$ cat src/rtl/perf_counter_unit.sv
// Eight saturating 32-bit performance counters gated by a COUNT/HALTED FSM,
// with a registered 16-bit half-word read port.
module perf_counter_unit (
    input  logic        clk,
    input  logic        rst,
    input  logic        clr,
    input  logic        halt,
    input  logic        reg_write,
    input  logic        mem_write,
    input  logic        mem_read,
    input  logic        icache_req,
    input  logic        icache_hit,
    input  logic        dcache_req,
    input  logic        dcache_hit,
    input  logic [2:0]  rd_sel,
    input  logic        rd_hi,
    output logic [15:0] rd_data,
    output logic [7:0]  ovf,
    output logic        halted
);

    typedef enum logic {
        COUNT,
        HALTED
    } state_t;

    state_t      state;
    state_t      next_state;
    logic [31:0] cnt [8];
    logic [7:0]  events;
    logic        count_en;

    always_ff @(posedge clk) begin
        if (rst) begin
            state <= COUNT;
        end else begin
            state <= next_state;
        end
    end

    // clr always wins over halt, and the clr cycle itself is never counted.
    always_comb begin
        next_state = state;
        count_en   = 1'b0;
        events     = {mem_write, mem_read, dcache_hit, dcache_req,
                      icache_hit, icache_req, halt | reg_write | mem_write, 1'b1};
        if (clr) begin
            next_state = COUNT;
        end else if (state == COUNT) begin
            count_en = 1'b1;
            if (halt) begin
                next_state = HALTED;
            end
        end
    end

    always_ff @(posedge clk) begin
        if (rst || clr) begin
            for (int i = 0; i < 8; i++) begin
                cnt[i] <= '0;
            end
            ovf <= '0;
        end else if (count_en) begin
            for (int i = 0; i < 8; i++) begin
                if (events[i]) begin
                    if (cnt[i] == 32'hFFFF_FFFF) begin
                        ovf[i] <= 1'b1;
                    end else begin
                        cnt[i] <= cnt[i] + 32'd1;
                    end
                end
            end
        end
    end

    // Reads sample the counter before this edge's increment lands.
    always_ff @(posedge clk) begin
        if (rst) begin
            rd_data <= '0;
        end else if (rd_hi) begin
            rd_data <= cnt[rd_sel][31:16];
        end else begin
            rd_data <= cnt[rd_sel][15:0];
        end
    end

    assign halted = (state == HALTED);

endmodule

$ cat config.mk
export PLATFORM = sky130hd
export DESIGN_NAME = perf_counter_unit
export DESIGN_NICKNAME = d
export VERILOG_FILES = /design/src/rtl/perf_counter_unit.sv
export SDC_FILE = /design/constraint.sdc
export NUM_CORES = 1
export LEC_CHECK = 0
export ABC_AREA = 1
export BUFFER_PORTS_ARGS = -buffer_cell sky130_fd_sc_hd__buf_2
export CORE_MARGIN = 5
export CORE_UTILIZATION = 55
export DETAILED_ROUTE_END_ITERATION = 6
export GPL_ROUTABILITY_DRIVEN = 0
export PLACE_DENSITY_LB_ADDON = 0.25
export SLEW_MARGIN = 5
export SYNTH_ARGS = -nofsm -noshare
export SYNTH_HDL_FRONTEND = slang
export SYNTH_SLANG_ARGS = --single-unit
$ cat constraint.sdc
create_clock -name clk -period 2.42 [get_ports clk]
set_input_delay 0.242 -clock clk [delete_from_list [all_inputs] [get_ports clk]]
set_output_delay 0.242 -clock clk [all_outputs]
set_load 0.01 [all_outputs]
# Word-level counts from Yosys, hierarchy flattened
# Memories as Yosys holds them, arrays and structs flattened.
# Index checks and enable logic that the tools add are counted.
# totals
ff_bits,25
latch_bits,0
ram_bits,256
mem_bits_ro,0
out_inout_bits,25
word_cells,101
n_memories,1
# op_classes
n_addsub,8
n_mul,0
div,0
order_cmp,0
eq_ne,8
shift,0
mux,54
bitwise,10
n_reduce_logical,10
# mem_list
memory,depth,word_bits,read_ports,rd_clocked_by_memory_dff,wr,line,rtl
cnt,8,32,9,0,8,29,logic [31:0] cnt [8];
# ops
operator,n
adder 32 x 1 -> 32 bit (second input constant),8
== test 32 bit (second input constant),8
two-way mux 32 bit,8
two-way mux 1 bit,45
AND reduction 3 bit,7
two-way mux 16 bit,1
bitwise OR 1 bit,10
AND reduction 2 bit,1
OR reduction 2 bit,1
logical OR 1 bit,1

# Longest topological paths before layout
# Gate-level depths: netlist of run 1.
# An unclocked memory read counts as a cell.
# logic_depth
depth_word,8
mapped_depth,10
ltp_nobuf,10

# Worst setup path before layout of run 1
# No wires, ideal clock.
# synth_timing
kind,flip-flop to flip-flop
start,memory cnt[6][0]
end,memory cnt[6][0] (enable)
arrival_ps,1762
t_required_ps,1941
path_slack_ps,180
stages_incl_launch_ff,9
path_cell_list,edfxtp_1 ha_1 nand2_1 nor2_1 nand2_1 nor2_1 nand2_1 nand3_1 nand2_1
# synth_rtl
element,line
"start, declared",29

==> reports/metrics.yaml, run 1 <==
grt_start_max_net_pins: 135
power_leakage_nw: 8.41
path_clk_slew_ps: 60
drt_pass1_iterations: 6
crit_end: "cnt[5][13]"
place_hpwl_mm: 43.4
cts_resized: 0
r2r_start: "cnt[5][0]"
tns_ps: 0
synthXorXnorAreaFrac_pct: 4.46
grt_first_pass_wirelength_mm: 91.5
reg2reg_to: "cnt[5][13]"
ys.warnings.count: 0
ioPinCount: 40
syn_nets: 2917
postCtsSetupRepairBufs: 0
max_stage_delay_ps: 530
r2r.worst_path.cells: 8
grt-ovfl-total: 0
peakVddDrop_mv: 0.472
path_class: "flip-flop to flip-flop"
synthMuxAreaShare_pct: 0
hold_slack_ps: 57.3
antenna_found_initial: 2
nets: 2942
fmax_ghz: 0.458
ant_nets: 0
clockRootBuffer: "clkbuf_16"
synth_cell_type_count: 37
hp-class: "input pin to flip-flop"
vias: 19100
synth_simple_gate_area_share_pct: 41.6
io_buffer_count: 39
ys_ff_latch: 281
cap_violations: 0
via_per_inst: 5.60
start_kind: "flip-flop"
grtUsageTotal_pct: 28.8
drtIter0Drc: 2388
synthAdderAreaFrac_pct: 0.504
core_area_sq_mm: 0.0356
worstMarginPinSlew_ps: 837
setup_viol: 0
min_period_ps: 2180
hold_viol_final: 0
placed_area_sq_mm: 0.0205
critical_path.most_common_cell: "nand3_1"
outcome: "finished clean"
rsz0062_at_grt: "false"
cp-startpoint: "cnt[5][0]"
cts_max_level: 2
clock_latency_ps: 540
nFillCells: 3316
end_kind: "flip-flop"
die_h_um: 200
finalCritPeriodShare_pct: 90.2
cts_tree: "done"
drive_gt1_share_pct: 6.45
clk_path_buf_depth: 3
design_area_sq_mm: 0.0216
initial_core_util_pct: 55.8
fp.dieW_um: 200
drc: 0
syn_inst: 2894
clkSinkCount: 281
yosysSeqAreaShare_pct: 41.3
synth_top_family_by_area: "simple AND/OR/NAND/NOR gates"
crit_arrival_ps: 2540
p_per_area_mw_per_mm2: 570
r2r_setup_slack_ps: 240
slew_headroom_pct: 44.1
synth_compound_area_share_pct: 2.80
avgRoutedWirePerCell_um: 17.1
syn_to_final_growth_pct: 8.65
worstPathMaxFanout: 32
path_cells: "ha_1, nand2_1, nor2_4, nand3_1, inv_1, nand3_1, nand3_2, nor2_1"
grt_pass1_vias: 17800
critPathRequiredTime_ps: 2770
skew_ps: 20.2
numCtsBuffers: 35
crit_slowest_cell: "nand3_2"
slew_viol_final: 0
netlist_area_sq_mm: 0.0198
wirelength_mm: 58.1
rows: 69
syn_area_per_cell_sq_um: 6.86
die_area_sq_mm: 0.0400
final_util_pct: 60.6
-- how the worst min path moves through the flow --
stage / from / end / slack (ps) / cells past startpoint
floorplan: halt / halted / 370 / 2
global placement: ovf[7] / ovf[7] / 440 / 2
finish: mem_read / ovf[6] / 60 / 4
CTS: mem_read / ovf[6] / 40 / 4
detailed placement: ovf[4] / ovf[4] / 450 / 2
global route: mem_read / ovf[6] / 100 / 4
-- sequential cells by signal, indices dropped and copies added, names as in the netlist --
register	count
cnt	256
ovf	8
halted	1
rd_data	16
-- power by group --
group / switching (mW) / internal [mW]
sequential: 0.298 / 5.58
combinational: 0.921 / 0.383
clock: 2.12 / 2.98
total: 3.34 / 8.93
-- critical path, delay by kind of cell, from the launching register on --
kind	cells	cell delay, ps
adder cells (fa/ha/maj)	1	250
buffers and inverters	1	60
flip-flops	1	430
AND/OR/NAND/NOR	6	1250
-- kinds of logic (layout without fill, tap and decap cells) --
logic type	count (synthesis)	after routing
other cells	0	1
flops	281	281
xor+xnor	101	101
compound gates	109	109
fa+ha+maj	8	8
simple gates	1950	1950
buf+inv	445	495
-- per-stage QoR --
stage | cells | power (mW) | setup WS, ps
2_1_floorplan | 2894 | 6.73 | 180
3_3_place_gp | 3342 | 7.20 | 359
3_5_place_dp | 3342 | 7.23 | 261
4_1_cts | 3405 | 12.3 | 253
5_1_grt | 3406 | 12.7 | 31.4
6_report | 3406 | 12.3 | 238
-- cell type report --
type / count / area (sq um) / area share, %
diodes: 1 / 2.50 / 0.0116
repair buffers: 71 / 541 / 2.51
flip-flops and latches: 281 / 8190 / 38.0
clock inverters: 10 / 88.8 / 0.412
clock buffers: 52 / 1000 / 4.64
well taps: 461 / 577 / 2.68
inverters: 362 / 1360 / 6.31
multi-input cells: 2168 / 9800 / 45.5
-- cell usage in the layout, fill, tap and decap left out, types with 2 or more instances in the layout --
| master | count |
|---|---|
| nand3_4 | 3 |
| inv_1 | 358 |
| buf_12 | 8 |
| nand3b_1 | 3 |
| ha_1 | 8 |
| nand3_2 | 7 |
| nand3_1 | 345 |
| nand2_2 | 9 |
| nand4_1 | 31 |
| clkinv_2 | 3 |
| clkbuf_8 | 4 |
| dfxtp_1 | 25 |
| xnor2_1 | 6 |
| nor2_4 | 15 |
| o21ai_0 | 29 |
| nor2_2 | 33 |
| edfxtp_1 | 256 |
| and2_0 | 6 |
| clkbuf_1 | 12 |
| nand2_1 | 947 |
| nor2_8 | 2 |
| clkinv_1 | 5 |
| buf_4 | 24 |
| inv_2 | 2 |
| clkbuf_16 | 36 |
| a31oi_1 | 2 |
| a21oi_1 | 75 |
| xor2_1 | 95 |
| buf_2 | 38 |
| nor3_1 | 9 |
| and2_1 | 18 |
| o21a_1 | 3 |
| nor2_1 | 519 |
-- per-layer routing --
metal	vias to the layer above	track usage (%)	share of wire, %
met4	2	14.6	5.6
li1	9193	-	-
met5	-	0	0.034
met2	972	44.2	43
met1	8715	38.4	41
met3	188	6.98	10
-- synthesized netlist by cell type (all sizes together) --
| cell type | count | area, sq um |
|---|---|---|
| clkbuf | 35 | 143 |
| nand2 | 957 | 3620 |
| edfxtp | 256 | 7690 |
| a21oi | 75 | 375 |
| xnor2 | 6 | 52.6 |
| a31oi | 2 | 12.5 |
| dfxtp | 25 | 500 |
| nor3 | 9 | 45.0 |
| clkinv | 1 | 3.75 |
| o21a | 3 | 22.5 |
| xor2 | 95 | 832 |
| o21ai | 29 | 145 |
| nor2b | 1 | 6.26 |
| nor2 | 569 | 2360 |
| or2 | 1 | 6.26 |
| nand4 | 31 | 194 |
| inv | 361 | 1360 |
| nand3 | 355 | 1850 |
| ha | 8 | 100 |
| and2 | 24 | 150 |
| buf | 48 | 353 |
| nand3b | 3 | 22.5 |
-- timing repair --
action,in CTS,in global routing
hold buffers,1,0
endpoints found under the hold margin,1,0
setup endpoints to repair,0,0
Note: power is estimated with default switching activity, not from simulation.
==> run 2: changes to the inputs <==
--- a/config.mk
+++ b/config.mk
@@ -6,11 +6,12 @@
 export NUM_CORES = 1
 export LEC_CHECK = 0
 export ABC_AREA = 1
-export BUFFER_PORTS_ARGS = -buffer_cell sky130_fd_sc_hd__buf_2
+export CELL_PAD_IN_SITES_DETAIL_PLACEMENT = 0
+export CELL_PAD_IN_SITES_GLOBAL_PLACEMENT = 1
 export CORE_MARGIN = 5
-export CORE_UTILIZATION = 55
+export CORE_UTILIZATION = 48
 export DETAILED_ROUTE_END_ITERATION = 6
-export GPL_ROUTABILITY_DRIVEN = 0
+export DONT_BUFFER_PORTS = 1
 export PLACE_DENSITY_LB_ADDON = 0.25
 export SLEW_MARGIN = 5
 export SYNTH_ARGS = -nofsm -noshare
==> run 2 against run 1 <==
- combinational power decreased by 5%
- worst setup slack better by 90 ps
- sequential power hardly changed
- final area is 0.37% higher
- largest cell class unchanged
- highest routed layer is now met4
==> reports/metrics.yaml, run 2 (synthesis results as in run 1) <==
drive_gt1_share_pct: 5.43  # -1.0 points
clk_path_buf_depth: 3  # unchanged
antenna_cells: 0  # -1
drt_pass1_iterations: 6  # unchanged
tns_ps: 0  # unchanged
largest_register_ffs: 256  # unchanged
grt_first_pass_wirelength_mm: 94.5  # +3.3%
outcome: "finished clean"
finalCritPeriodShare_pct: 86.4  # -3.7 points
r2r.worst_path.cells: 9  # +1
end_kind: "flip-flop"
core_area_sq_mm: 0.0408  # +15%
clkSinkCount: 281  # unchanged
cts_tree: "done"
hp-class: "input pin to flip-flop"
grtUsageTotal_pct: 26.7  # -2.1 points
grt-ovfl-total: 0  # unchanged
min_period_ps: 2090  # -90.3 ps
worstMarginPinSlew_ps: 709  # -128 ps
avgRoutedWirePerCell_um: 17.9  # +4.7%
wirelength_mm: 61.5  # +5.8%
clockRootBuffer: "clkbuf_16"
dp.cells: 3370  # +0.84%
hold_path_depth: 3  # -1
fmax_ghz: 0.478  # +4.3%
via_per_inst: 5.34  # -4.6%
ioPinCount: 40  # unchanged
grt_pass1_vias: 17100  # -4.2%
postCtsSetupRepairBufs: 0  # unchanged
die_area_sq_mm: 0.0455  # +14%
vias: 18400  # -3.6%
grt_start_max_net_pins: 136  # +0.74%
path_clk_slew_ps: 60  # about the same
antenna_found_initial: 0  # -2
r2r_setup_slack_ps: 330  # +90 ps
crit_arrival_ps: 2380  # -160 ps
setup_viol: 0  # unchanged
cts_max_level: 2  # unchanged
rows: 74  # +7.2%
hold_slack_ps: 42.4  # -15.0 ps
path_class: "flip-flop to flip-flop"
drc: 0  # unchanged
initial_core_util_pct: 48.6  # -7.2 points
clock_latency_ps: 560  # +20 ps
final_cells: 3442  # +1.1%
cap_violations: 0  # unchanged
critPathRequiredTime_ps: 2710  # -60 ps
place_hpwl_mm: 46.0  # +6.0%
slew_viol_final: 0  # unchanged
rsz0062_at_grt: "false"
fp.dieW_um: 213  # +6.7%
drtIter0Drc: 1949  # -18%
final_cell_mix: "nand2_1 (947), nor2_1 (519), inv_1 (358), nand3_1 (345), edfxtp_1 (256)"
largest_registers: "cnt: 256 flops, rd_data: 16 flops, ovf: 8 flops"
final_util_pct: 53.0  # -7.6 points
setup_ws_ps: 328  # +90.3 ps
slew_headroom_pct: 52.6  # +8.4 points
start_kind: "flip-flop"
routabilityCongestion: 0.986
hold_viol_final: 0  # unchanged
worstPathMaxFanout: 32  # unchanged
ant_nets: 0  # unchanged
dp_slack_ps: 380  # +119 ps
die_h_um: 213  # +6.7%
skew_ps: 19.9  # -0.213 ps
power_leakage_nw: 8.33  # -1.0%
numCtsBuffers: 36  # +2.9%
final_common_cell: "nand2_1"
p_per_area_mw_per_mm2: 588  # +3.3%
top_register: "cnt"
io_buffer_count: 0  # -100%
peakVddDrop_mv: 0.525  # +11%
syn_to_final_growth_pct: 9.05
nets: 2905  # -1.3%
-- run 2: layout make-up --
type | instances | area [sq um]
Clock buffer | 57 | 1120
Timing Repair Buffer | 33 | 400
Sequential cell | 281 | 8190
Tap cell | 532 | 666
Inverter | 362 | 1360
Fill cell | 4155 | 19200
Clock inverter | 9 | 101
Multi-Input combinational cell | 2168 | 9800
-- run 2: worst paths after layout --
path                                start         end
worst max-delay path            cnt[2][0]  cnt[2][27]
worst min-delay path                  rst      ovf[0]
worst max register to register  cnt[2][0]  cnt[2][27]
worst min register to register     ovf[7]      ovf[7]
-- run 2: critical path: stages (launching register included) --
cell and delay, ps:
edfxtp_1 390, ha_1 220, nand2_1 80, nor2_2 220, nand3_2 170, nor2_2 130, nand2_1 80, nand3_2 70
buf_4 340, nor2_1 100
-- run 2: power breakdown --
part / internal [mW] / switching, mW / leakage (nW)
clock network: 3.40 / 2.23 / 0.605
registers: 5.58 / 0.297 / 3.12
logic: 0.368 / 0.865 / 4.60
total: 9.35 / 3.39 / 8.33
-- run 2: repair_timing --
action,in CTS,in global routing
hold endpoints to repair,19,0
hold buffers,6,0
resized for setup,0,0
-- run 2: routing by layer --
| layer | global-route usage [%] | share of wire [%] | routed length (um) | vias to the layer above |
|---|---|---|---|---|
| li1 | - | - | - | 9126 |
| met1 | 37.7 | 44 | 27000 | 8509 |
| met2 | 41.9 | 45 | 27500 | 646 |
| met3 | 5.44 | 8.2 | 5050 | 109 |
| met4 | 7.98 | 3.2 | 1990 | 0 |
| met5 | 0 | 0 | 0 | - |
-- run 2: metrics by stage --
| step | cell area, sq um | power (mW) |
|---|---|---|
| after floorplan | 19800 | 6.73 |
| after global placement | 20400 | 7.15 |
| after detailed placement | 20400 | 7.16 |
| after CTS | 21600 | 12.8 |
| after global routing | 21600 | 13.2 |
| final | 21600 | 12.7 |
